--- config.mk ---
export PLATFORM = sky130hd
export DESIGN_NAME = buffer_circular_param
export DESIGN_NICKNAME = d
export VERILOG_FILES = /design/src/rtl/buffer_circular_pkg.sv /design/src/rtl/buffer_circular_mem.sv /design/src/rtl/buffer_circular_param.sv
export SDC_FILE = /design/constraint.sdc
export NUM_CORES = 1
export LEC_CHECK = 0
export ABC_CLOCK_PERIOD_IN_PS = 10000
export CAP_MARGIN = 20
export CORE_UTILIZATION = 62
export CTS_BUF_LIST = sky130_fd_sc_hd__clkbuf_4 sky130_fd_sc_hd__clkbuf_8 sky130_fd_sc_hd__clkbuf_16
export DETAILED_ROUTE_END_ITERATION = 16
export MAX_ROUTING_LAYER = met4
export PLACE_DENSITY = 0.93
export SYNTH_ARGS = -nofsm -noshare
export SYNTH_HDL_FRONTEND = slang
export SYNTH_HIERARCHICAL = 1
export SYNTH_SLANG_ARGS = --single-unit
--- constraint.sdc ---
create_clock -name clk_i -period 10 [get_ports clk_i]
set_clock_uncertainty 0.2 [all_clocks]
set_input_delay 1.5 -clock clk_i [delete_from_list [all_inputs] [get_ports clk_i]]
set_output_delay 1.5 -clock clk_i [all_outputs]
set_load 0.02 [all_outputs]
--- src/rtl/buffer_circular_pkg.sv ---
// Shared constants and width helpers for the circular buffer.
package buffer_circular_pkg;

   localparam int unsigned WIDTH_DEF = 64;
   localparam int unsigned NUM_DEF   = 8;

   // Bits needed to hold an occupancy count in 0..num.
   function automatic int unsigned count_width(input int unsigned num);
      return $clog2(num + 1);
   endfunction

   // Bits needed to address num entries (at least one bit).
   function automatic int unsigned ptr_width(input int unsigned num);
      return (num < 2) ? 1 : $clog2(num);
   endfunction

endpackage

--- src/rtl/buffer_circular_mem.sv ---
// Entry storage: NUM x WIDTH, one synchronous write port and one
// asynchronous read port. Contents are deliberately not reset.
module buffer_circular_mem #(
   parameter int unsigned WIDTH = 64,
   parameter int unsigned NUM   = 8,
   parameter int unsigned AW    = 3
) (
   input  logic             clk_i,
   input  logic             we_i,
   input  logic [AW-1:0]    waddr_i,
   input  logic [WIDTH-1:0] wdata_i,
   input  logic [AW-1:0]    raddr_i,
   output logic [WIDTH-1:0] rdata_o
);

   logic [WIDTH-1:0] mem_q [NUM];

   // Write port: one word per enabled edge.
   always_ff @(posedge clk_i) begin
      if (we_i) begin
         mem_q[waddr_i] <= wdata_i;
      end
   end

   assign rdata_o = mem_q[raddr_i];

endmodule

--- src/rtl/buffer_circular_param.sv ---
// Parameterised circular FIFO with occupancy, almost-full and sticky
// overflow/underflow flags, plus a flush input.
//
// Build option: define BUFFER_CIRCULAR_FWFT_EN for first-word-fall-through
// reads; otherwise reads are registered (one-cycle valido_o pulse).
//
// Handshake: a push is taken on an edge where insercion_i is high and the
// buffer is not full (or a pop is taken on the same edge); a pop is taken
// where delecion_i is high and the buffer is not empty. There is no
// back-pressure signal: refused requests only raise the sticky error flags.
// valido_o qualifies dato_o; in registered mode it is a single-cycle pulse
// following each accepted pop, in FWFT mode it means "head word shown".
module buffer_circular_param
   import buffer_circular_pkg::*;
#(
   parameter int unsigned WIDTH        = WIDTH_DEF,
   parameter int unsigned NUM          = NUM_DEF,
   parameter int unsigned UMBRAL_LLENA = NUM - 2
) (
   input  logic                          clk_i,
   input  logic                          rstn_i,
   input  logic                          insercion_i,
   input  logic [WIDTH-1:0]              dato_i,
   input  logic                          delecion_i,
   input  logic                          vaciar_i,
   input  logic                          limpiar_err_i,
   output logic [WIDTH-1:0]              dato_o,
   output logic                          valido_o,
   output logic                          vacia_o,
   output logic                          llena_o,
   output logic                          casi_llena_o,
   output logic [count_width(NUM)-1:0]   ocupacion_o,
   output logic                          desborde_o,
   output logic                          subdesborde_o
);

   localparam int unsigned CW = count_width(NUM);
   localparam int unsigned PW = ptr_width(NUM);

   logic [PW-1:0]    wr_ptr_q, rd_ptr_q;
   logic [CW-1:0]    cnt_q, cnt_d;
   logic             vacia_q, llena_q, casi_q;
   logic             desb_q, subd_q;
   logic             pop_acc, push_acc;
   logic             ovf_evt, udf_evt;
   logic             wr_en;
   logic [WIDTH-1:0] rd_data;

   // Pointer increment with wrap at NUM-1 (NUM need not be a power of two).
   function automatic logic [PW-1:0] ptr_inc(input logic [PW-1:0] p);
      return (p == PW'(NUM - 1)) ? '0 : p + PW'(1);
   endfunction

   // Accept/refuse decisions and error events for this cycle.
   always_comb begin
      pop_acc  = delecion_i && !vacia_q;
      push_acc = insercion_i && (!llena_q || pop_acc);
      // A flush discards the cycle's requests, so they cannot be errors.
      ovf_evt  = insercion_i && !push_acc && !vaciar_i;
      udf_evt  = delecion_i && vacia_q && !vaciar_i;
      wr_en    = push_acc && !vaciar_i;
   end

   // Next occupancy: flush wins, simultaneous push+pop leaves it unchanged.
   always_comb begin
      cnt_d = cnt_q;
      if (vaciar_i) begin
         cnt_d = '0;
      end else if (push_acc && !pop_acc) begin
         cnt_d = cnt_q + CW'(1);
      end else if (pop_acc && !push_acc) begin
         cnt_d = cnt_q - CW'(1);
      end
   end

   // Pointers, occupancy and the registered status flags derived from it.
   always_ff @(posedge clk_i) begin
      if (!rstn_i) begin
         wr_ptr_q <= '0;
         rd_ptr_q <= '0;
         cnt_q    <= '0;
         vacia_q  <= 1'b1;
         llena_q  <= 1'b0;
         casi_q   <= 1'b0;
      end else begin
         if (vaciar_i) begin
            wr_ptr_q <= '0;
            rd_ptr_q <= '0;
         end else begin
            if (push_acc) wr_ptr_q <= ptr_inc(wr_ptr_q);
            if (pop_acc)  rd_ptr_q <= ptr_inc(rd_ptr_q);
         end
         cnt_q   <= cnt_d;
         vacia_q <= (cnt_d == '0);
         llena_q <= (cnt_d == CW'(NUM));
         casi_q  <= (cnt_d >= CW'(UMBRAL_LLENA));
      end
   end

   // Sticky error flags: a new error in the clearing cycle still sets.
   always_ff @(posedge clk_i) begin
      if (!rstn_i) begin
         desb_q <= 1'b0;
         subd_q <= 1'b0;
      end else begin
         if (ovf_evt)            desb_q <= 1'b1;
         else if (limpiar_err_i) desb_q <= 1'b0;
         if (udf_evt)            subd_q <= 1'b1;
         else if (limpiar_err_i) subd_q <= 1'b0;
      end
   end

   buffer_circular_mem #(
      .WIDTH (WIDTH),
      .NUM   (NUM),
      .AW    (PW)
   ) u_mem (
      .clk_i   (clk_i),
      .we_i    (wr_en),
      .waddr_i (wr_ptr_q),
      .wdata_i (dato_i),
      .raddr_i (rd_ptr_q),
      .rdata_o (rd_data)
   );

`ifdef BUFFER_CIRCULAR_FWFT_EN
   // Head word shown directly; masked to zero while empty so stale or
   // never-written storage is not visible.
   assign dato_o   = vacia_q ? '0 : rd_data;
   assign valido_o = !vacia_q;
`else
   logic [WIDTH-1:0] dato_q;
   logic             valido_q;

   // Registered read: capture the head on an accepted pop, hold otherwise.
   always_ff @(posedge clk_i) begin
      if (!rstn_i) begin
         dato_q   <= '0;
         valido_q <= 1'b0;
      end else if (pop_acc && !vaciar_i) begin
         dato_q   <= rd_data;
         valido_q <= 1'b1;
      end else begin
         valido_q <= 1'b0;
      end
   end

   assign dato_o   = dato_q;
   assign valido_o = valido_q;
`endif

   assign vacia_o       = vacia_q;
   assign llena_o       = llena_q;
   assign casi_llena_o  = casi_q;
   assign ocupacion_o   = cnt_q;
   assign desborde_o    = desb_q;
   assign subdesborde_o = subd_q;

endmodule

Yosys cells after proc, flatten, opt, wreduce, memory -nomap -nowiden
Memories as Yosys holds them, arrays and structs flattened. A register that Yosys moved wholly into a read port is not among the register bits.
Index checks and enable logic that the tools add are counted.
- word-level logic and storage cells: 51
- memories: 1
- bits in writable memories: 512
- register bits: 16
- input bits: 70
- output and inout bits: 74
- eq/ne operators: 3
- add/sub/neg operators: 4
- bitwise gates (word level): 1
- magnitude comparators: 1
- reductions and logical operators: 21
- muxes and demuxes: 11
- memory list (name ; depth ; bits a word ; rd ports ; clocked after Yosys merged registers in ; write ports ; RTL line ; source):
    u_mem.mem_q ; 8 ; 64 ; 1 ; 1 ; 1 ; buffer_circular_mem.sv:16 ; logic [WIDTH-1:0] mem_q [NUM];
- operators by type and width (kind ; number):
    4-bit 2-to-1 mux ; 3
    1-bit logical AND ; 10
    3-bit by 1-bit adder with 3-bit output, second input constant ; 2
    3-bit equality test, second input constant ; 2
    1-bit logical NOT ; 6
    1-bit 2-to-1 mux ; 6
    3-bit 2-to-1 mux ; 2
    4-bit by 1-bit adder with 4-bit output, second input constant ; 1
    4-bit equality test, second input constant ; 1
    4-bit by 3-bit greater-or-equal comparator with 1-bit output, second input constant ; 1
    4-bit logical NOT ; 1
    2-bit nonzero test ; 2
    4-bit by 1-bit subtractor with 4-bit output, second input constant ; 1
    2-bit OR reduction ; 1
    1-bit logical OR ; 1
    1-bit inverter ; 1

Logic depth before layout (Yosys ltp)
- word-level depth: 10
- depth in mapped cells: 7
- gate-level depth less buffers: 7

Modules after synthesis
The synthesis kept the hierarchy.
- by module, submodules not included (module ; area each (µm²) ; sequential area each (µm²) ; instances ; cells each):
    buffer_circular_mem ; 19266.0 ; 15374.7 ; 1 ; 752
    buffer_circular_param ; 2989.1 ; 1601.5 ; 1 ; 365

Least setup slack after synthesis
No wires, ideal clock.
- path type: in2reg
- start: input delecion_i
- end: memory u_mem.mem_q[0][0] (enable)
- setup time: 565 ps
- stages on the path: 7
- path slack: 2766 ps
- buffers on the path: 1
- arrival: 6470 ps
- data required time: 9235 ps
- path through: nand2b_1 buf_6 nand2_1 nand2_1 nor2_1 nand2b_1 nor3_1
- cells in the longest elaborated chain, start to end: 6
- RTL lines (item ; RTL line ; source):
    from (decl) ; buffer_circular_param.sv:24 ; input logic delecion_i,
    1-bit logical AND ; buffer_circular_param.sv:56 ; pop_acc = delecion_i && !vacia_q;
    1-bit logical OR ; buffer_circular_param.sv:57 ; push_acc = insercion_i && (!llena_q || pop_acc);
    1-bit logical AND ; buffer_circular_param.sv:57 ;
    1-bit logical AND ; buffer_circular_param.sv:61 ; wr_en = push_acc && !vaciar_i;
    named net wr_en ; buffer_circular_param.sv:46 ; logic wr_en;
    1-bit 2-to-1 mux ; buffer_circular_mem.sv:20 ; if (we_i) begin
    1-bit 2-to-1 mux (implied by the code) ; buffer_circular_mem.sv:21 ; mem_q[waddr_i] <= wdata_i;
    to (decl) ; buffer_circular_mem.sv:16 ;
The timed path passes the listed nets, and every way through them passes these cells.

Worst setup path in the final report
- start: input delecion_i
- end: memory u_mem.mem_q[2][48] (enable)
Same word-level chain as after synthesis.

==> out/qor.yml <==
outcome:
  outcome: "finished clean"
sta:
  hold_viol: 0
  slew_headroom_pct: 24.64
  fin_ws_ps: 5261
  fin_tns_setup_ps: 0
  fin_crit_ps: 4739
  setup_violations: 0
  period_share_pct: 47.39
  clock.fmax_mhz: 211.0
  slew_violations: 0
  worst_slew_pin_slew_ps: 1130
  rsz0062_at_grt: "false"
logic_synthesis:
  syn_area_um2: 22260
  synth_top_area_share_pct: 69.08
  yosys_warnings: 6
  synth.ff_latch_count: 592
  avgSynthCellArea_um2: 19.92
  seq_area_frac_synth_pct: 76.28
  yosysTopAreaCell: "edfxtp_1"
  yosys-top-cells-area: "edfxtp_1, mux4_2, dfxtp_1"
  netlist_instances: 1117
  synth_cell_types: 38
  syn_nets: 1193
hold_path:
  holdPathEnd: "dato_o[28]"
  min_from: "dato_o[28]"
  hold_class: "register to register"
  holdPathStages: 2
worst_setup_path:
  worstPathRequired_ps: 10010
  rr_startpoint: "vacia_o"
  start_kind: "primary input"
  r2r_end: "u_mem/mem_q[2][48]"
  rrSetupSlack_ps: 6300
  reg2reg_depth: 7
  crit_arrival_ps: 4750
  critPathKind: "primary input to register"
  worst_setup_path_end_kind: "register"
  worstPathMaxFanout: 44
place:
  place.gp.congestion: 0.7808
  dp_slack_ps: 4924
  io_buffers: 143
  placed_area_um2: 24130
  hpwl_um: 25290
  dp_cells: 1679
clock_tree:
  cts.clk_slew.worst_paths_ps: 60
  cts_tree: "done"
  cts.path.max_buffers: 3
  clockRootBuffer: "clkbuf_16"
  cts_htree_levels: 2
  worstSkewPairLatency_ps: 590
  cts_buffers: 55
  post_cts_buffers: 0
  cts.sinks: 592
  cts-hold-fix-buffers: 0
  cts_resized: 0
global_routing:
  track_usage_pct: 30.45
  first_global_vias: 12170
  overflow: 0
  grt_max_degree: 70
  grt_pass1_wl_um: 77920
  antenna_found_initial: 6
floorplanning:
  die_width_um: 191.5
  row_count: 69
  ios: 144
  dieHeight_um: 191.5
  die_area_um2: 36660
  initial_core_util_pct: 62.72
  core_um2: 35480
layout:
  final_cells: 1790
  fin_area_um2: 26150
  drive_gt1_share_pct: 24.66
  nets: 1352
  synthToLayoutAreaGrowth_pct: 17.49
detailed_routing:
  vias_per_cell: 6.598
  dr.pass1.iters: 5
  drtIter0Drc: 1454
  drc: 0
  ant_nets: 0
  finalWirelength_um: 52530
  wl_per_cell_um: 29.35
  vias: 11810
power:
  design_power_total_mw: 5.194
  ir_drop_mv: 0.1783
  power_density_nw_per_um2: 198.7
  power.leakage_nw: 8.265
run:
  cap_viol_max_count: 0
-- area by class of cell --
type	instances	area (um2)
Multi-Input combinational cell	463	5000
Tap cell	461	576.8
Clock buffer	74	1584
Fill cell	1783	9335
Sequential cell	592	16990
Clock inverter	29	392.9
Timing Repair Buffer	160	1574
Inverter	4	15.01
Antenna cell	7	17.52
-- metal layers --
layer / global-route usage (%) / share of wire [%] / vias up
li1: - / - / 4765
met1: 39.39 / 36 / 6059
met2: 48.31 / 51 / 807
met3: 4.828 / 8.3 / 179
met4: 13.64 / 4.5 / 0
met5: - / 0 / -
-- power breakdown --
group,internal (mW),switching (mW)
Combinational,0.0846,0.102
Clock,1.35,0.932
Sequential,2.71,0.0164
Total,4.14,1.05
-- cell families (layout without fill, tap and decap cells) --
group | Yosys count | in the layout | synth area share (%)
other cells | 0 | 7 | 0
compound gates | 80 | 80 | 2.018
fa+ha+maj | 6 | 6 | 0.3373
mux | 193 | 193 | 16.24
buf+inv | 62 | 267 | 1.524
flops | 592 | 592 | 76.28
simple gates | 181 | 181 | 3.486
xor+xnor | 3 | 3 | 0.1181
-- critical path, cell delays in order --
cell,delay [ps]
clkdlybuf4s50_1,560
nand2b_1,280
nand2_1,220
nand2_1,130
nor2_1,190
nand2b_1,280
nor2_4,790
buf_4,760
-- placed cells by master (no fill, tap or decap), types with 7 or more instances in the layout --
master and count:
edfxtp_1 512, a21oi_1 62, buf_4 16, dfxtp_1 77, nand2_1 85, a21boi_0 11
clkinv_2 10, diode_2 7, bufinv_16 9, clkdlybuf4s50_1 142, mux2_2 64, clkbuf_4 14
clkbuf_16 58, nor2_1 57, mux4_2 128, nand2b_1 8
-- state kept, by name, indices dropped and copies added, names as in the netlist --
signal and flops:
llena_o 1, casi_llena_o 1, vacia_o 1, subdesborde_o 1, wr_ptr_q 3, ocupacion_o 4
u_mem/mem_q 512, valido_o 1, desborde_o 1, dato_o 64, rd_ptr_q 3
-- stage by stage --
| step | hold slack (ps) | utilization [%] |
|---|---|---|
| 2_1_floorplan | 251.9 | - |
| 3_3_place_gp | 243.6 | 67.99 |
| 3_5_place_dp | 247.0 | 67.99 |
| 4_1_cts | 260.4 | 73.56 |
| 5_1_grt | 271.5 | 73.68 |
| 6_report | 255.5 | 73.69 |
-- synthesized netlist by cell type (all sizes together) --
library cell  count
a21oi            62
a22o              1
o21bai            1
a21boi           11
and4b             1
and4bb            1
nand2b            8
nand2            86
xnor2             3
mux2             64
a211oi            1
nor3b             2
nor2b             3
mux4            128
edfxtp          512
a31oi             1
nor4              2
nand3b            1
mux2i             1
nand3             2
or3               2
nor2             63
o21ai             2
and2              4
or3b              1
buf              28
clkbuf           30
ha                6
nor3              3
nand4b            2
a41oi             1
inv               4
dfxtp            80
-- worst max path at each step --
stage,startpoint,to,slack (ps),depth (start not counted)
after floorplan,delecion_i,u_mem/mem_q[0][0],2770,7
after global placement,delecion_i,u_mem/mem_q[2][48],5070,8
after detailed placement,delecion_i,u_mem/mem_q[2][51],4920,8
after CTS,delecion_i,u_mem/mem_q[2][21],5350,8
after global routing,delecion_i,u_mem/mem_q[2][48],5160,8
final,delecion_i,u_mem/mem_q[2][48],5260,8
Note: power is estimated with default switching activity, not from simulation.
